==> config.mk <==
export PLATFORM = sky130hd
export DESIGN_NAME = score_keeper_flat
export DESIGN_NICKNAME = d
export VERILOG_FILES = /design/src/rtl/score_keeper_if.sv /design/src/rtl/score_keeper.sv /design/src/flat_wrapper.sv
export SDC_FILE = /design/constraint.sdc
export NUM_CORES = 1
export LEC_CHECK = 0
export ABC_AREA = 0
export CORE_MARGIN = 2
export CORE_UTILIZATION = 55
export DETAILED_ROUTE_END_ITERATION = 8
export PLACE_DENSITY = 0.86
export SLEW_MARGIN = 0
export SYNTH_ARGS = -nofsm -noshare
export SYNTH_HDL_FRONTEND = slang
export SYNTH_SLANG_ARGS = --single-unit
==> constraint.sdc <==
create_clock -name clk -period 8.7 [get_ports clk]
set_clock_uncertainty 0.05 [all_clocks]
set_input_delay 0.87 -clock clk [delete_from_list [all_inputs] [get_ports clk]]
set_output_delay 0.87 -clock clk [all_outputs]
set_load 0.03 [all_outputs]
==> src/rtl/score_keeper_if.sv <==
// Game-event and score-display bundle between the game logic and score_keeper.
// The master drives the event pulses and the slave (score_keeper) drives the registered results.
interface score_keeper_if;
  logic        game_start;
  logic        eat_1;
  logic        eat_2;
  logic        bonus_1;
  logic        bonus_2;
  logic        crash_1;
  logic        crash_2;
  logic [15:0] score_1;
  logic [15:0] score_2;
  logic [15:0] high_score;
  logic [1:0]  state;
  logic [1:0]  winner;
  logic        round_over;

  modport master (
    output game_start, eat_1, eat_2, bonus_1, bonus_2, crash_1, crash_2,
    input  score_1, score_2, high_score, state, winner, round_over
  );

  modport slave (
    input  game_start, eat_1, eat_2, bonus_1, bonus_2, crash_1, crash_2,
    output score_1, score_2, high_score, state, winner, round_over
  );
endinterface

==> src/rtl/score_keeper.sv <==
// Per-player score accumulation, round state machine, winner decision and session high score.
// Every output comes straight from a register, so the display never sees intermediate values.
module score_keeper #(
  parameter int MAX_SCORE    = 99,
  parameter int FOOD_POINTS  = 1,
  parameter int BONUS_POINTS = 5,
  parameter int WIN_SCORE    = 20
) (
  input  logic          clk,
  input  logic          rst,
  score_keeper_if.slave bus
);

  typedef enum logic [1:0] {
    IDLE    = 2'b00,
    PLAYING = 2'b01,
    OVER    = 2'b10
  } state_t;

  localparam logic [1:0] WIN_NONE = 2'b00;
  localparam logic [1:0] WIN_P1   = 2'b01;
  localparam logic [1:0] WIN_P2   = 2'b10;
  localparam logic [1:0] WIN_DRAW = 2'b11;

  state_t      state_q, state_d;
  logic [15:0] score_1_q, score_1_d;
  logic [15:0] score_2_q, score_2_d;
  logic [15:0] high_q, high_d;
  logic [1:0]  winner_q, winner_d;
  logic        round_over_q;
  logic        enter_over;

  logic [16:0] sum_1, sum_2;
  logic [15:0] inc_1, inc_2;
  logic        reach_1, reach_2;

  // Sums are one bit wider than the score so saturation never sees a wrapped value
  always_comb begin
    sum_1 = {1'b0, score_1_q}
          + (bus.eat_1   ? 17'(FOOD_POINTS)  : 17'd0)
          + (bus.bonus_1 ? 17'(BONUS_POINTS) : 17'd0);
    sum_2 = {1'b0, score_2_q}
          + (bus.eat_2   ? 17'(FOOD_POINTS)  : 17'd0)
          + (bus.bonus_2 ? 17'(BONUS_POINTS) : 17'd0);
    inc_1   = (sum_1 > 17'(MAX_SCORE)) ? 16'(MAX_SCORE) : sum_1[15:0];
    inc_2   = (sum_2 > 17'(MAX_SCORE)) ? 16'(MAX_SCORE) : sum_2[15:0];
    reach_1 = (inc_1 >= 16'(WIN_SCORE));
    reach_2 = (inc_2 >= 16'(WIN_SCORE));
  end

  always_comb begin
    state_d    = state_q;
    score_1_d  = score_1_q;
    score_2_d  = score_2_q;
    winner_d   = winner_q;
    enter_over = 1'b0;

    case (state_q)
      IDLE: begin
        if (bus.game_start) begin
          state_d   = PLAYING;
          score_1_d = '0;
          score_2_d = '0;
          winner_d  = WIN_NONE;
        end
      end
      PLAYING: begin
        if (bus.game_start) begin
          score_1_d = '0;
          score_2_d = '0;
          winner_d  = WIN_NONE;
        end else if (bus.crash_1 || bus.crash_2) begin
          // A crash freezes both scores; the survivor wins, a double crash goes on points
          state_d    = OVER;
          enter_over = 1'b1;
          if (bus.crash_1 && bus.crash_2) begin
            if (score_1_q > score_2_q)      winner_d = WIN_P1;
            else if (score_2_q > score_1_q) winner_d = WIN_P2;
            else                            winner_d = WIN_DRAW;
          end else if (bus.crash_1) begin
            winner_d = WIN_P2;
          end else begin
            winner_d = WIN_P1;
          end
        end else begin
          score_1_d = inc_1;
          score_2_d = inc_2;
          if (reach_1 || reach_2) begin
            state_d    = OVER;
            enter_over = 1'b1;
            if (reach_1 && reach_2) begin
              if (inc_1 > inc_2)      winner_d = WIN_P1;
              else if (inc_2 > inc_1) winner_d = WIN_P2;
              else                    winner_d = WIN_DRAW;
            end else if (reach_1) begin
              winner_d = WIN_P1;
            end else begin
              winner_d = WIN_P2;
            end
          end
        end
      end
      OVER: begin
        if (bus.game_start) begin
          state_d   = PLAYING;
          score_1_d = '0;
          score_2_d = '0;
          winner_d  = WIN_NONE;
        end
      end
      default: begin
        state_d = IDLE;
      end
    endcase
  end

  // High score looks at the final scores registered on the edge that ends the round
  always_comb begin
    high_d = high_q;
    if (enter_over) begin
      if (score_1_d > high_d) high_d = score_1_d;
      if (score_2_d > high_d) high_d = score_2_d;
    end
  end

  always_ff @(posedge clk or posedge rst) begin
    if (rst) begin
      state_q      <= IDLE;
      score_1_q    <= '0;
      score_2_q    <= '0;
      high_q       <= '0;
      winner_q     <= WIN_NONE;
      round_over_q <= 1'b0;
    end else begin
      state_q      <= state_d;
      score_1_q    <= score_1_d;
      score_2_q    <= score_2_d;
      high_q       <= high_d;
      winner_q     <= winner_d;
      round_over_q <= enter_over;
    end
  end

  assign bus.score_1    = score_1_q;
  assign bus.score_2    = score_2_q;
  assign bus.high_score = high_q;
  assign bus.state      = state_q;
  assign bus.winner     = winner_q;
  assign bus.round_over = round_over_q;

endmodule

==> src/flat_wrapper.sv <==
// flat-port wrapper written by rule: the top's interface ports become plain ports
module score_keeper_flat 
#(
  parameter int MAX_SCORE    = 99,
  parameter int FOOD_POINTS  = 1,
  parameter int BONUS_POINTS = 5,
  parameter int WIN_SCORE    = 20
)
  (clk, rst, bus_game_start, bus_eat_1, bus_eat_2, bus_bonus_1, bus_bonus_2, bus_crash_1, bus_crash_2, bus_score_1, bus_score_2, bus_high_score, bus_state, bus_winner, bus_round_over);
  score_keeper_if bus_i ();
  input  logic clk;
  input  logic rst;
  input wire logic [$bits(bus_i.game_start)-1:0] bus_game_start;
  input wire logic [$bits(bus_i.eat_1)-1:0] bus_eat_1;
  input wire logic [$bits(bus_i.eat_2)-1:0] bus_eat_2;
  input wire logic [$bits(bus_i.bonus_1)-1:0] bus_bonus_1;
  input wire logic [$bits(bus_i.bonus_2)-1:0] bus_bonus_2;
  input wire logic [$bits(bus_i.crash_1)-1:0] bus_crash_1;
  input wire logic [$bits(bus_i.crash_2)-1:0] bus_crash_2;
  output wire logic [$bits(bus_i.score_1)-1:0] bus_score_1;
  output wire logic [$bits(bus_i.score_2)-1:0] bus_score_2;
  output wire logic [$bits(bus_i.high_score)-1:0] bus_high_score;
  output wire logic [$bits(bus_i.state)-1:0] bus_state;
  output wire logic [$bits(bus_i.winner)-1:0] bus_winner;
  output wire logic [$bits(bus_i.round_over)-1:0] bus_round_over;
  assign bus_i.game_start = bus_game_start;
  assign bus_i.eat_1 = bus_eat_1;
  assign bus_i.eat_2 = bus_eat_2;
  assign bus_i.bonus_1 = bus_bonus_1;
  assign bus_i.bonus_2 = bus_bonus_2;
  assign bus_i.crash_1 = bus_crash_1;
  assign bus_i.crash_2 = bus_crash_2;
  assign bus_score_1 = bus_i.score_1;
  assign bus_score_2 = bus_i.score_2;
  assign bus_high_score = bus_i.high_score;
  assign bus_state = bus_i.state;
  assign bus_winner = bus_i.winner;
  assign bus_round_over = bus_i.round_over;
  score_keeper #(.MAX_SCORE(MAX_SCORE), .FOOD_POINTS(FOOD_POINTS), .BONUS_POINTS(BONUS_POINTS), .WIN_SCORE(WIN_SCORE)) u_core (.clk(clk), .rst(rst), .bus(bus_i));
endmodule
==> reports/qor.csv, run 1 <==
metric;value;unit
number of buffer and inverter stages on the critical path;3;
Core Rows;35;
routed length per instance;18.5;um
DRC;0;
category of the worst setup path launch point;input pin;
count of nets left with antenna violations after detail routing;0;
unrepaired setup endpoints after global routing;no;
cell type with the largest total area after synthesis;sky130_fd_sc_hd__dfrtp_1;
Yosys warning total;0;
average size of a mapped cell;8.07;um2
proportion of netlist area held by the largest area contributor;25.5;%
count leader, synth;sky130_fd_sc_hd__nor2_1;
Period Utilization, post-route;88.5;%
clock latency on the worst-skew pair;330;ps
vias per cell;6.40;
worst hold-check path type;register to register;
total number of clock tree sinks;53;
clock-pin slew of the registers on the worst-case setup and hold paths;110;ps
Die Ht;101;um
number of synthesized register bits;53;
fraction of power consumed by the clock network;22.5;%
Post-CTS Setup Bufs;0;
ranking of synthesized cells by area;sky130_fd_sc_hd__dfrtp_1 26%, sky130_fd_sc_hd__ha_1 16%, sky130_fd_sc_hd__nor2_1 5.4%;
number of buffers on the longest clock path;2;
vias post-DR;5269;
maximum net fanout on the critical path;28;
commonest register cell after synthesis;sky130_fd_sc_hd__dfrtp_1;
final-stage net count;790;
Antenna diodes;0;
part of the power in registers;41.1;%
global-route wire length before repair;24400;um
worst stage delay on the critical path;630;ps
GR Overflow Total;0;
Comb power frac;36.4;%
final weighted congestion in routability-driven placement;0.956;
number of antenna violations at the first check in global routing;0;
max-capacitance violation count;0;
Critical Path End Type;register;
sw power;0.264;mW
most prevalent standard cell on the critical path;sky130_fd_sc_hd__a21oi_1;
Post-Synthesis Cells;644;
count of flip-flops with a built-in enable after synthesis;0;
pin count of the biggest net entering global routing;54;
clock root cell;sky130_fd_sc_hd__clkbuf_8;
total power consumption of the routed design;0.688;mW
total global-route track usage;29.9;%
run status;completed;
pwr/cell area;114;mW/mm2
number of buffers created by CTS;5;
layout cells sized above 1;5.34;%
static leakage power;2.75;nW
data arrival time at the worst-slack endpoint;7890;ps
detailed placer's ending HPWL;11900;um
Worst-Margin Slew;1120;ps
required time at the endpoint of the critical path;8900;ps
number of gates given a new drive strength after cts;0;
final hold violations;0;
kind of critical path;input pin to register;
TritonCTS clock tree;built;
proportion of synthesized chip area in sequential cells;25.5;%
Worst VDD drop;0.107;mV
initial core utilization;56.5;%
CTS Hold Bufs;0;
Period minus WS final;7700;ps
Int Power;0.424;mW
via count of the first global-routing pass;4988;
final count of pins violating max slew;0;
slew margin rel.;25.0;%
TritonRoute pass-1 iters;5;
DRT iter0 DRCs;653;
count of endpoints failing setup in the final report;0;
fraction of registers with async set or reset after synthesis;100;%
maximum clock rate;130;MHz
post-synthesis instance area;0.00520;mm2
Final TNS setup;0;ps
count of fill cells added during filler insertion;778;
floorplan die area;0.0102;mm2
number of buffer cells added on primary ports;61;
Crit-path slowest cell;sky130_fd_sc_hd__o31ai_2;
number of distinct library cell variants in the gate-level netlist after synthesis;75;
top cells by instance count after synthesis;75 x sky130_fd_sc_hd__nor2_1, 68 x sky130_fd_sc_hd__ha_1, 53 x sky130_fd_sc_hd__dfrtp_1;
Post-Layout Inst Area;0.00605;mm2
switch share;38.4;%
total number of H-tree levels;2;
crit-path leading delay family;compound AO/OA/AOI/OAI gates;
number of top-level pins;62;
DP Area;0.00595;mm2
Placeable Area;0.00920;mm2
overall die width;101;um
total routed wirelength;15200;um
hold slack final;468;ps
area delta synth->final;16.4;%
-- layout make-up --
type | count | area (um2) | area share (%)
repair buffers | 68 | 676 | 11.2
well taps | 111 | 139 | 2.30
inverters | 46 | 173 | 2.85
clock inverters | 3 | 26.3 | 0.434
multi-input cells | 537 | 3640 | 60.2
clock buffers | 5 | 68.8 | 1.14
flip-flops and latches | 53 | 1330 | 21.9
-- path summary, 6_finish.rpt --
check                                               start                   endpoint  slack [ps]  depth (start not counted)
min in group asynchronous                             rst      u_core.bus.round_over        1100                          2
worst max-delay path                          bus_bonus_1   u_core.bus.high_score[6]        1000                         27
max in group asynchronous                             rst   u_core.bus.high_score[8]        6820                          2
worst min-delay path            u_core.bus.high_score[10]  u_core.bus.high_score[10]         470                          2
worst min register to register  u_core.bus.high_score[10]  u_core.bus.high_score[10]         470                          2
worst max register to register      u_core.bus.score_1[0]   u_core.bus.high_score[6]        1540                         26
-- layer usage --
metal	share of wire (%)	up-vias	routed length (um)	global-route usage (%)
li1	-	2494	-	-
met2	46	292	7060	48.9
met5	0	-	0	0
met3	8.8	37	1340	3.38
met1	42	2446	6450	41.9
met4	2.5	0	388	9.15
-- kinds of logic (layout without fill, tap and decap cells) --
group,after synthesis,in the layout,synth area share [%]
other cells,2,18,0.145
mux,7,7,1.37
simple gates,242,242,23.4
fa+ha+maj,70,70,17.1
xor+xnor,7,7,1.18
compound gates,193,193,25.5
flops,53,53,25.5
buf+inv,70,122,5.75
-- worst register-to-register path, stage by stage (launching register included) --
cell and delay [ps]:
sky130_fd_sc_hd__dfrtp_1 480, sky130_fd_sc_hd__fa_1 310, sky130_fd_sc_hd__ha_1 270, sky130_fd_sc_hd__a21oi_1 150, sky130_fd_sc_hd__nor4b_1 520, sky130_fd_sc_hd__nand4_1 170, sky130_fd_sc_hd__a221oi_1 420, sky130_fd_sc_hd__nand4_1 140
sky130_fd_sc_hd__buf_4 210, sky130_fd_sc_hd__o31ai_1 540, sky130_fd_sc_hd__ha_1 260, sky130_fd_sc_hd__a21oi_1 70, sky130_fd_sc_hd__a21oi_1 150, sky130_fd_sc_hd__o221ai_1 150, sky130_fd_sc_hd__a21oi_2 550, sky130_fd_sc_hd__buf_12 250
sky130_fd_sc_hd__nor2_1 60, sky130_fd_sc_hd__a21oi_1 130, sky130_fd_sc_hd__ha_1 260, sky130_fd_sc_hd__and3_1 180, sky130_fd_sc_hd__o21ai_0 160, sky130_fd_sc_hd__a311oi_1 140, sky130_fd_sc_hd__o31ai_2 640, sky130_fd_sc_hd__and2_1 310
sky130_fd_sc_hd__nand2_1 90, sky130_fd_sc_hd__or2_2 270, sky130_fd_sc_hd__a31oi_1 170
-- layout by cell type, fill, tap and decap left out, types with 4 or more instances in the layout --
master,count
sky130_fd_sc_hd__o211a_1,5
sky130_fd_sc_hd__o22ai_1,5
sky130_fd_sc_hd__nor4_1,5
sky130_fd_sc_hd__dfrtp_1,53
sky130_fd_sc_hd__a211oi_1,4
sky130_fd_sc_hd__a31oi_1,8
sky130_fd_sc_hd__a22o_1,4
sky130_fd_sc_hd__a21oi_1,50
sky130_fd_sc_hd__and2_1,25
sky130_fd_sc_hd__o31ai_1,10
sky130_fd_sc_hd__nor2b_1,5
sky130_fd_sc_hd__a21oi_2,5
sky130_fd_sc_hd__a21o_1,13
sky130_fd_sc_hd__o21a_1,12
sky130_fd_sc_hd__ha_1,68
sky130_fd_sc_hd__nor3_1,13
sky130_fd_sc_hd__inv_1,44
sky130_fd_sc_hd__nor3b_1,4
sky130_fd_sc_hd__a311oi_1,4
sky130_fd_sc_hd__o21ai_0,29
sky130_fd_sc_hd__nand2_1,48
sky130_fd_sc_hd__nand3_1,18
sky130_fd_sc_hd__clkbuf_8,5
sky130_fd_sc_hd__clkdlybuf4s50_1,61
sky130_fd_sc_hd__o211ai_1,4
sky130_fd_sc_hd__nand4_1,22
sky130_fd_sc_hd__nor2_1,75
sky130_fd_sc_hd__buf_4,6
sky130_fd_sc_hd__mux2i_1,6
sky130_fd_sc_hd__xnor2_1,5
sky130_fd_sc_hd__conb_1,18
sky130_fd_sc_hd__or2_2,4
sky130_fd_sc_hd__a211o_1,4
sky130_fd_sc_hd__and3_1,7
-- metrics by stage --
stage	utilization [%]	cells	setup WS (ps)
after global placement	64.7	815	1000
final	65.8	823	1000
after detailed placement	64.7	815	832
after global routing	65.8	823	577
after floorplan	-	660	2000
after CTS	65.8	823	1110
-- power groups by stage --
stage / registers, mW / logic (mW) / clock network [mW]
after floorplan: 0.316 / 0.139 / 0
after CTS: 0.282 / 0.248 / 0.154
after global placement: 0.287 / 0.239 / 0
after global routing: 0.286 / 0.277 / 0.164
final: 0.282 / 0.251 / 0.155
after detailed placement: 0.287 / 0.246 / 0
-- flip-flops by register name, indices dropped and copies added (netlist names) --
| register | count |
|---|---|
| u_core.bus.score_1 | 16 |
| u_core.bus.high_score | 16 |
| u_core.bus.score_2 | 16 |
| u_core.bus.round_over | 1 |
| u_core.bus.winner | 2 |
| u_core.bus.state | 2 |
(Power assumes the default switching activity.)
==> run 2, diff against run 1 <==
--- a/config.mk
+++ b/config.mk
@@ -9,6 +9,7 @@
 export CORE_MARGIN = 2
 export CORE_UTILIZATION = 55
 export DETAILED_ROUTE_END_ITERATION = 8
+export MAX_ROUTING_LAYER = met4
 export PLACE_DENSITY = 0.86
 export SLEW_MARGIN = 0
 export SYNTH_ARGS = -nofsm -noshare
==> run 2 against run 1 <==
Effect of this change:
- critical path depth is 1 higher
- hold slack worse by 4.8 ps
- combinational power hardly changed
- global-route usage is 3.5 points higher
- via count is 1.1% higher
- die area stayed put
- power is 0.17% higher
- non-clock buffer count is 1 lower
- first-iteration DRC count is 19% lower
- clock power hardly changed
- critical path type unchanged
- largest cell class unchanged
- largest power group unchanged
==> reports/qor.csv, run 2 (synthesis results as in run 1) <==
metric;value;unit
hold slack final;463;ps
final count of pins violating max slew;0;
unrepaired setup endpoints after global routing;no;
data arrival time at the worst-slack endpoint;8290;ps
final std cells w/o fill;822;
maximum clock rate;124;MHz
Core Rows;35;
final setup slack of the worst path;612;ps
Die Ht;101;um
r2r setup slk;1160;ps
post-route core utilization;65.6;%
Placeable Area;0.00920;mm2
DRC;0;
clock root cell;sky130_fd_sc_hd__clkbuf_8;
global-route wire length before repair;26300;um
clock-pin slew of the registers on the worst-case setup and hold paths;110;ps
final-stage net count;789;
max-capacitance violation count;0;
clock latency on the worst-skew pair;320;ps
post-placement cell count;814;
Post-CTS Setup Bufs;0;
Period Utilization, post-route;93.0;%
number of top-level pins;62;
CTS Hold Bufs;0;
leading cell type in the layout, fill and taps excluded;sky130_fd_sc_hd__nor2_1;
last element of the critical path;u_core.bus.high_score[6];
overall die width;101;um
Worst-Margin Slew;1120;ps
Final TNS setup;0;ps
pwr/cell area;114;mW/mm2
static leakage power;2.74;nW
worst hold-check path type;register to register;
crit-path leading delay family;compound AO/OA/AOI/OAI gates;
category of the worst setup path launch point;input pin;
number of buffers on the longest clock path;2;
Worst VDD drop;0.0815;mV
initial core utilization;56.5;%
floorplan die area;0.0102;mm2
TritonRoute pass-1 iters;5;
commonest cells after routing, fill and taps aside;75 x sky130_fd_sc_hd__nor2_1, 68 x sky130_fd_sc_hd__ha_1, 61 x sky130_fd_sc_hd__clkdlybuf4s50_1;
slew margin rel.;25.2;%
count of nets left with antenna violations after detail routing;0;
DP Area;0.00593;mm2
number of antenna violations at the first check in global routing;0;
Period minus WS final;8090;ps
worst stage delay on the critical path;640;ps
required time at the endpoint of the critical path;8900;ps
endpoint of the worst register-to-register path;u_core.bus.high_score[6];
total number of H-tree levels;2;
number of buffer cells added on primary ports;61;
Antenna diodes;0;
vias post-DR;5327;
start of the worst register-to-register path;u_core.bus.score_1[0];
worst-case reg-to-reg path depth;27;
area delta synth->final;16.1;%
Setup WS pre-CTS;393;ps
Critical Path End Type;register;
total global-route track usage;33.4;%
vias per cell;6.48;
start point of the critical path;bus_bonus_1;
number of buffers created by CTS;5;
GR Overflow Total;0;
detailed placer's ending HPWL;12500;um
TritonCTS clock tree;built;
final weighted congestion in routability-driven placement;0.991;
Crit-path slowest cell;sky130_fd_sc_hd__o31ai_2;
total routed wirelength;15800;um
count of endpoints failing setup in the final report;0;
total number of clock tree sinks;53;
DRT iter0 DRCs;527;
final hold violations;0;
layout cells sized above 1;5.34;%
total power consumption of the routed design;0.689;mW
run status;completed;
maximum net fanout on the critical path;31;
number of buffer and inverter stages on the critical path;3;
via count of the first global-routing pass;5282;
Stages on worst setup path;28;
pin count of the biggest net entering global routing;54;
kind of critical path;input pin to register;
routed length per instance;19.3;um
count of fill cells added during filler insertion;807;
Post-Layout Inst Area;0.00603;mm2
run 2: layout make-up:
| cell class | count | area, um2 | area share [%] |
|---|---|---|---|
| clock buffers | 5 | 68.8 | 1.14 |
| clock inverters | 3 | 26.3 | 0.436 |
| inverters | 46 | 173 | 2.86 |
| multi-input cells | 537 | 3640 | 60.4 |
| flip-flops and latches | 53 | 1330 | 22.0 |
| well taps | 111 | 139 | 2.30 |
| repair buffers | 67 | 656 | 10.9 |
run 2: metal layers:
metal  part of all wire (%)  track usage, %  wire length (um)  up-vias
li1                       -               -                 -     2495
met1                     42            44.4              6680     2511
met2                     46            52.2              7350      269
met3                    7.7            3.73              1220       52
met4                    3.7            13.5               590        0
met5                      0               -                 0        -
run 2: timing repair:
| item | 4_1_cts | 5_1_grt |
|---|---|---|
| gates resized for setup | 0 | 1 |
| endpoints found under the setup margin | 0 | 3 |
| endpoints found under the hold margin | 0 | 0 |
run 2: how the worst min path moves through the flow:
stage                              startpoint                   endpoint  slack [ps]  depth (start not counted)
floorplan           u_core.bus.high_score[10]  u_core.bus.high_score[10]         620                          2
global placement    u_core.bus.high_score[10]  u_core.bus.high_score[10]         440                          2
detailed placement       u_core.bus.winner[0]       u_core.bus.winner[0]         440                          1
CTS                 u_core.bus.high_score[10]  u_core.bus.high_score[10]         470                          2
global route        u_core.bus.high_score[10]  u_core.bus.high_score[10]         500                          2
finish              u_core.bus.high_score[10]  u_core.bus.high_score[10]         460                          2
run 2: power by group:
| part | internal (mW) | leakage (nW) | switching [mW] | total [mW] |
|---|---|---|---|---|
| combinational | 0.102 | 2.00 | 0.150 | 0.252 |
| clock | 0.0589 | 0.0423 | 0.0953 | 0.154 |
| sequential | 0.263 | 0.701 | 0.0196 | 0.283 |
run 2: worst reg2reg max path, stage by stage, from the launching register on:
cell	delay, ps
sky130_fd_sc_hd__dfrtp_1	480
sky130_fd_sc_hd__fa_1	530
sky130_fd_sc_hd__ha_1	270
sky130_fd_sc_hd__a21oi_1	340
sky130_fd_sc_hd__nor2_1	150
sky130_fd_sc_hd__mux2i_1	140
sky130_fd_sc_hd__a221oi_1	350
sky130_fd_sc_hd__nand4_1	560
sky130_fd_sc_hd__o31ai_1	470
sky130_fd_sc_hd__a22oi_1	180
sky130_fd_sc_hd__inv_1	140
sky130_fd_sc_hd__ha_1	130
sky130_fd_sc_hd__nand3_1	100
sky130_fd_sc_hd__a21oi_1	160
sky130_fd_sc_hd__o221ai_1	160
sky130_fd_sc_hd__a21oi_2	390
sky130_fd_sc_hd__buf_4	390
sky130_fd_sc_hd__nor2_1	80
sky130_fd_sc_hd__a21oi_1	140
sky130_fd_sc_hd__ha_1	260
sky130_fd_sc_hd__and3_1	180
sky130_fd_sc_hd__o21ai_0	160
sky130_fd_sc_hd__a311oi_1	150
sky130_fd_sc_hd__o31ai_2	640
sky130_fd_sc_hd__and2_1	330
sky130_fd_sc_hd__nand2_1	100
sky130_fd_sc_hd__or2_2	280
sky130_fd_sc_hd__a31oi_1	150
==> run 3, diff against run 2 <==
--- a/config.mk
+++ b/config.mk
@@ -9,6 +9,7 @@
 export CORE_MARGIN = 2
 export CORE_UTILIZATION = 55
 export DETAILED_ROUTE_END_ITERATION = 8
+export GPL_TIMING_DRIVEN = 0
 export MAX_ROUTING_LAYER = met4
 export PLACE_DENSITY = 0.86
 export SLEW_MARGIN = 0
==> run 3 against run 2 <==
Effect of this change:
- die area unchanged
- hold slack better by 7.4 ps
- sequential power about the same
- power increased by 0.74%
- non-clock buffer count rose by 18
- via count barely moved
- core utilization grew 1.1 points
- critical endpoint is now u_core.bus.high_score[4]
- largest power group unchanged
- highest routed layer unchanged
==> reports/qor.csv, run 3 (synthesis results as in run 1) <==
metric;value;unit
clock latency on the worst-skew pair;320;ps
area delta synth->final;18.0;%
number of top-level pins;62;
Worst-Margin Slew;1150;ps
total number of clock tree sinks;53;
Worst VDD drop;0.0863;mV
Core Rows;35;
maximum clock rate;122;MHz
required time at the endpoint of the critical path;8840;ps
via count of the first global-routing pass;5181;
vias post-DR;5329;
number of buffer cells added on primary ports;61;
GR Overflow Total;0;
layout cells sized above 1;6.17;%
count of nets left with antenna violations after detail routing;0;
clock root cell;sky130_fd_sc_hd__clkbuf_8;
commonest cells after routing, fill and taps aside;75 x sky130_fd_sc_hd__nor2_1, 68 x sky130_fd_sc_hd__ha_1, 61 x sky130_fd_sc_hd__clkdlybuf4s50_1;
max-capacitance violation count;0;
final weighted congestion in routability-driven placement;0.974;
final hold violations;0;
DRT iter0 DRCs;541;
leading cell type in the layout, fill and taps excluded;sky130_fd_sc_hd__nor2_1;
total routed wirelength;16100;um
Period Utilization, post-route;94.3;%
total power consumption of the routed design;0.694;mW
pin count of the biggest net entering global routing;42;
combined area of the multi-input logic cells;0.00364;mm2
run status;completed;
kind of critical path;input pin to register;
Post-Layout Inst Area;0.00613;mm2
area of all sequential standard cells;0.00133;mm2
total global-route track usage;33.2;%
worst hold-check path type;register to register;
number of buffers on the longest clock path;2;
final-stage net count;807;
Comb power frac;37.3;%
global-route wire length before repair;25800;um
category of the worst setup path launch point;input pin;
Int Power;0.427;mW
Antenna diodes;0;
r2r setup slk;990;ps
data arrival time at the worst-slack endpoint;8350;ps
number of antenna violations at the first check in global routing;0;
Final TNS setup;0;ps
number of buffers created by CTS;5;
fraction of power consumed by the clock network;22.4;%
final setup slack of the worst path;492;ps
count of fill cells added during filler insertion;798;
sw power;0.267;mW
TritonRoute pass-1 iters;6;
overall die width;101;um
Critical Path End Type;register;
Placeable Area;0.00920;mm2
clock-pin slew of the registers on the worst-case setup and hold paths;110;ps
maximum net fanout on the critical path;10;
final count of pins violating max slew;0;
part of the power in registers;40.3;%
static leakage power;2.80;nW
switch share;38.5;%
slew margin rel.;23.0;%
detailed placer's ending HPWL;13000;um
vias per cell;6.34;
count of endpoints failing setup in the final report;0;
initial core utilization;56.5;%
DP Area;0.00603;mm2
CTS Hold Bufs;0;
TritonCTS clock tree;built;
Setup WS pre-CTS;-114;ps
routed length per instance;19.2;um
Period minus WS final;8210;ps
pwr/cell area;113;mW/mm2
floorplan die area;0.0102;mm2
unrepaired setup endpoints after global routing;no;
DRC;0;
post-route core utilization;66.7;%
total number of H-tree levels;2;
Die Ht;101;um
[run 3: changes by cell type in the layout (fill, tap and decap cells not counted)]
cell / previous run / this run
sky130_fd_sc_hd__clkbuf_2: 0 / 4
sky130_fd_sc_hd__clkbuf_1: 0 / 10
sky130_fd_sc_hd__buf_6: 0 / 2
sky130_fd_sc_hd__o31ai_1: 9 / 10
sky130_fd_sc_hd__buf_2: 0 / 2
sky130_fd_sc_hd__buf_4: 6 / 5
sky130_fd_sc_hd__a21oi_2: 5 / 4
sky130_fd_sc_hd__buf_12: 0 / 1
sky130_fd_sc_hd__nor4b_1: 2 / 1
sky130_fd_sc_hd__nor4b_2: 0 / 1
sky130_fd_sc_hd__a21oi_1: 50 / 51
sky130_fd_sc_hd__o31ai_2: 2 / 1
[run 3: through the flow]
step,hold slack (ps),instances
finish,470,840
global route,492,840
CTS,466,841
detailed placement,438,833
global placement,437,832
floorplan,617,660
[run 3: cell type report]
cell class / count / area share, %
inverter: 46 / 2.82
clock buffer: 5 / 1.12
clock inverter: 3 / 0.428
buffer: 23 / 2.08
multi-input combinational: 537 / 59.4
sequential: 53 / 21.6
tap: 111 / 2.26
timing repair buffer: 62 / 10.3
[run 3: power by group through the flow]
stage | Combinational, mW | Sequential [mW] | Clock, mW
3_3_place_gp | 0.246 | 0.283 | 0
3_5_place_dp | 0.253 | 0.284 | 0
2_1_floorplan | 0.139 | 0.316 | 0
4_1_cts | 0.255 | 0.279 | 0.152
5_1_grt | 0.286 | 0.283 | 0.163
6_report | 0.259 | 0.280 | 0.155
[run 3: critical path, cell delays in order]
cell and delay, ps:
sky130_fd_sc_hd__clkdlybuf4s50_1 470, sky130_fd_sc_hd__fa_1 500, sky130_fd_sc_hd__ha_1 270, sky130_fd_sc_hd__a21oi_1 410, sky130_fd_sc_hd__nor2_1 170, sky130_fd_sc_hd__mux2i_1 150
sky130_fd_sc_hd__a221oi_1 430, sky130_fd_sc_hd__nand4_1 330, sky130_fd_sc_hd__buf_2 290, sky130_fd_sc_hd__nor2_1 140, sky130_fd_sc_hd__o21ai_0 180, sky130_fd_sc_hd__ha_1 380
sky130_fd_sc_hd__nand3_1 100, sky130_fd_sc_hd__a21oi_1 160, sky130_fd_sc_hd__o221ai_1 160, sky130_fd_sc_hd__a21oi_1 260, sky130_fd_sc_hd__clkbuf_1 410, sky130_fd_sc_hd__a21oi_1 170
sky130_fd_sc_hd__ha_1 360, sky130_fd_sc_hd__nand4_1 140, sky130_fd_sc_hd__or2_2 360, sky130_fd_sc_hd__or3_1 430, sky130_fd_sc_hd__o31ai_2 130, sky130_fd_sc_hd__clkbuf_2 330
sky130_fd_sc_hd__nand2_1 130, sky130_fd_sc_hd__a211o_1 310, sky130_fd_sc_hd__o211ai_1 180, sky130_fd_sc_hd__a22oi_1 120
[run 3: repair_timing]
item / 4_1_cts / 5_1_grt
setup buffers: 0 / 0
hold endpoints to repair: 0 / 0
resized for setup: 0 / 10
endpoints found under the setup margin: 0 / 15
[run 3: routing by layer]
metal  GRT usage (%)  share of wire [%]  routed length [um]
met1            43.8                 42                6840
met2            53.1                 47                7600
met3            4.21                7.6                1230
met4            11.1                2.8                 456
met5               -                  0                   0
[run 3: path summary, 6_finish.rpt]
check                                      startpoint                        end  depth (start not counted)
worst min register to register   u_core.bus.winner[0]       u_core.bus.winner[0]                          1
worst min-delay path             u_core.bus.winner[0]       u_core.bus.winner[0]                          1
worst max register to register  u_core.bus.score_1[0]   u_core.bus.high_score[4]                         27
min in group asynchronous                         rst   u_core.bus.high_score[1]                          2
max in group asynchronous                         rst  u_core.bus.high_score[10]                          3
worst max-delay path                      bus_bonus_1   u_core.bus.high_score[4]                         28
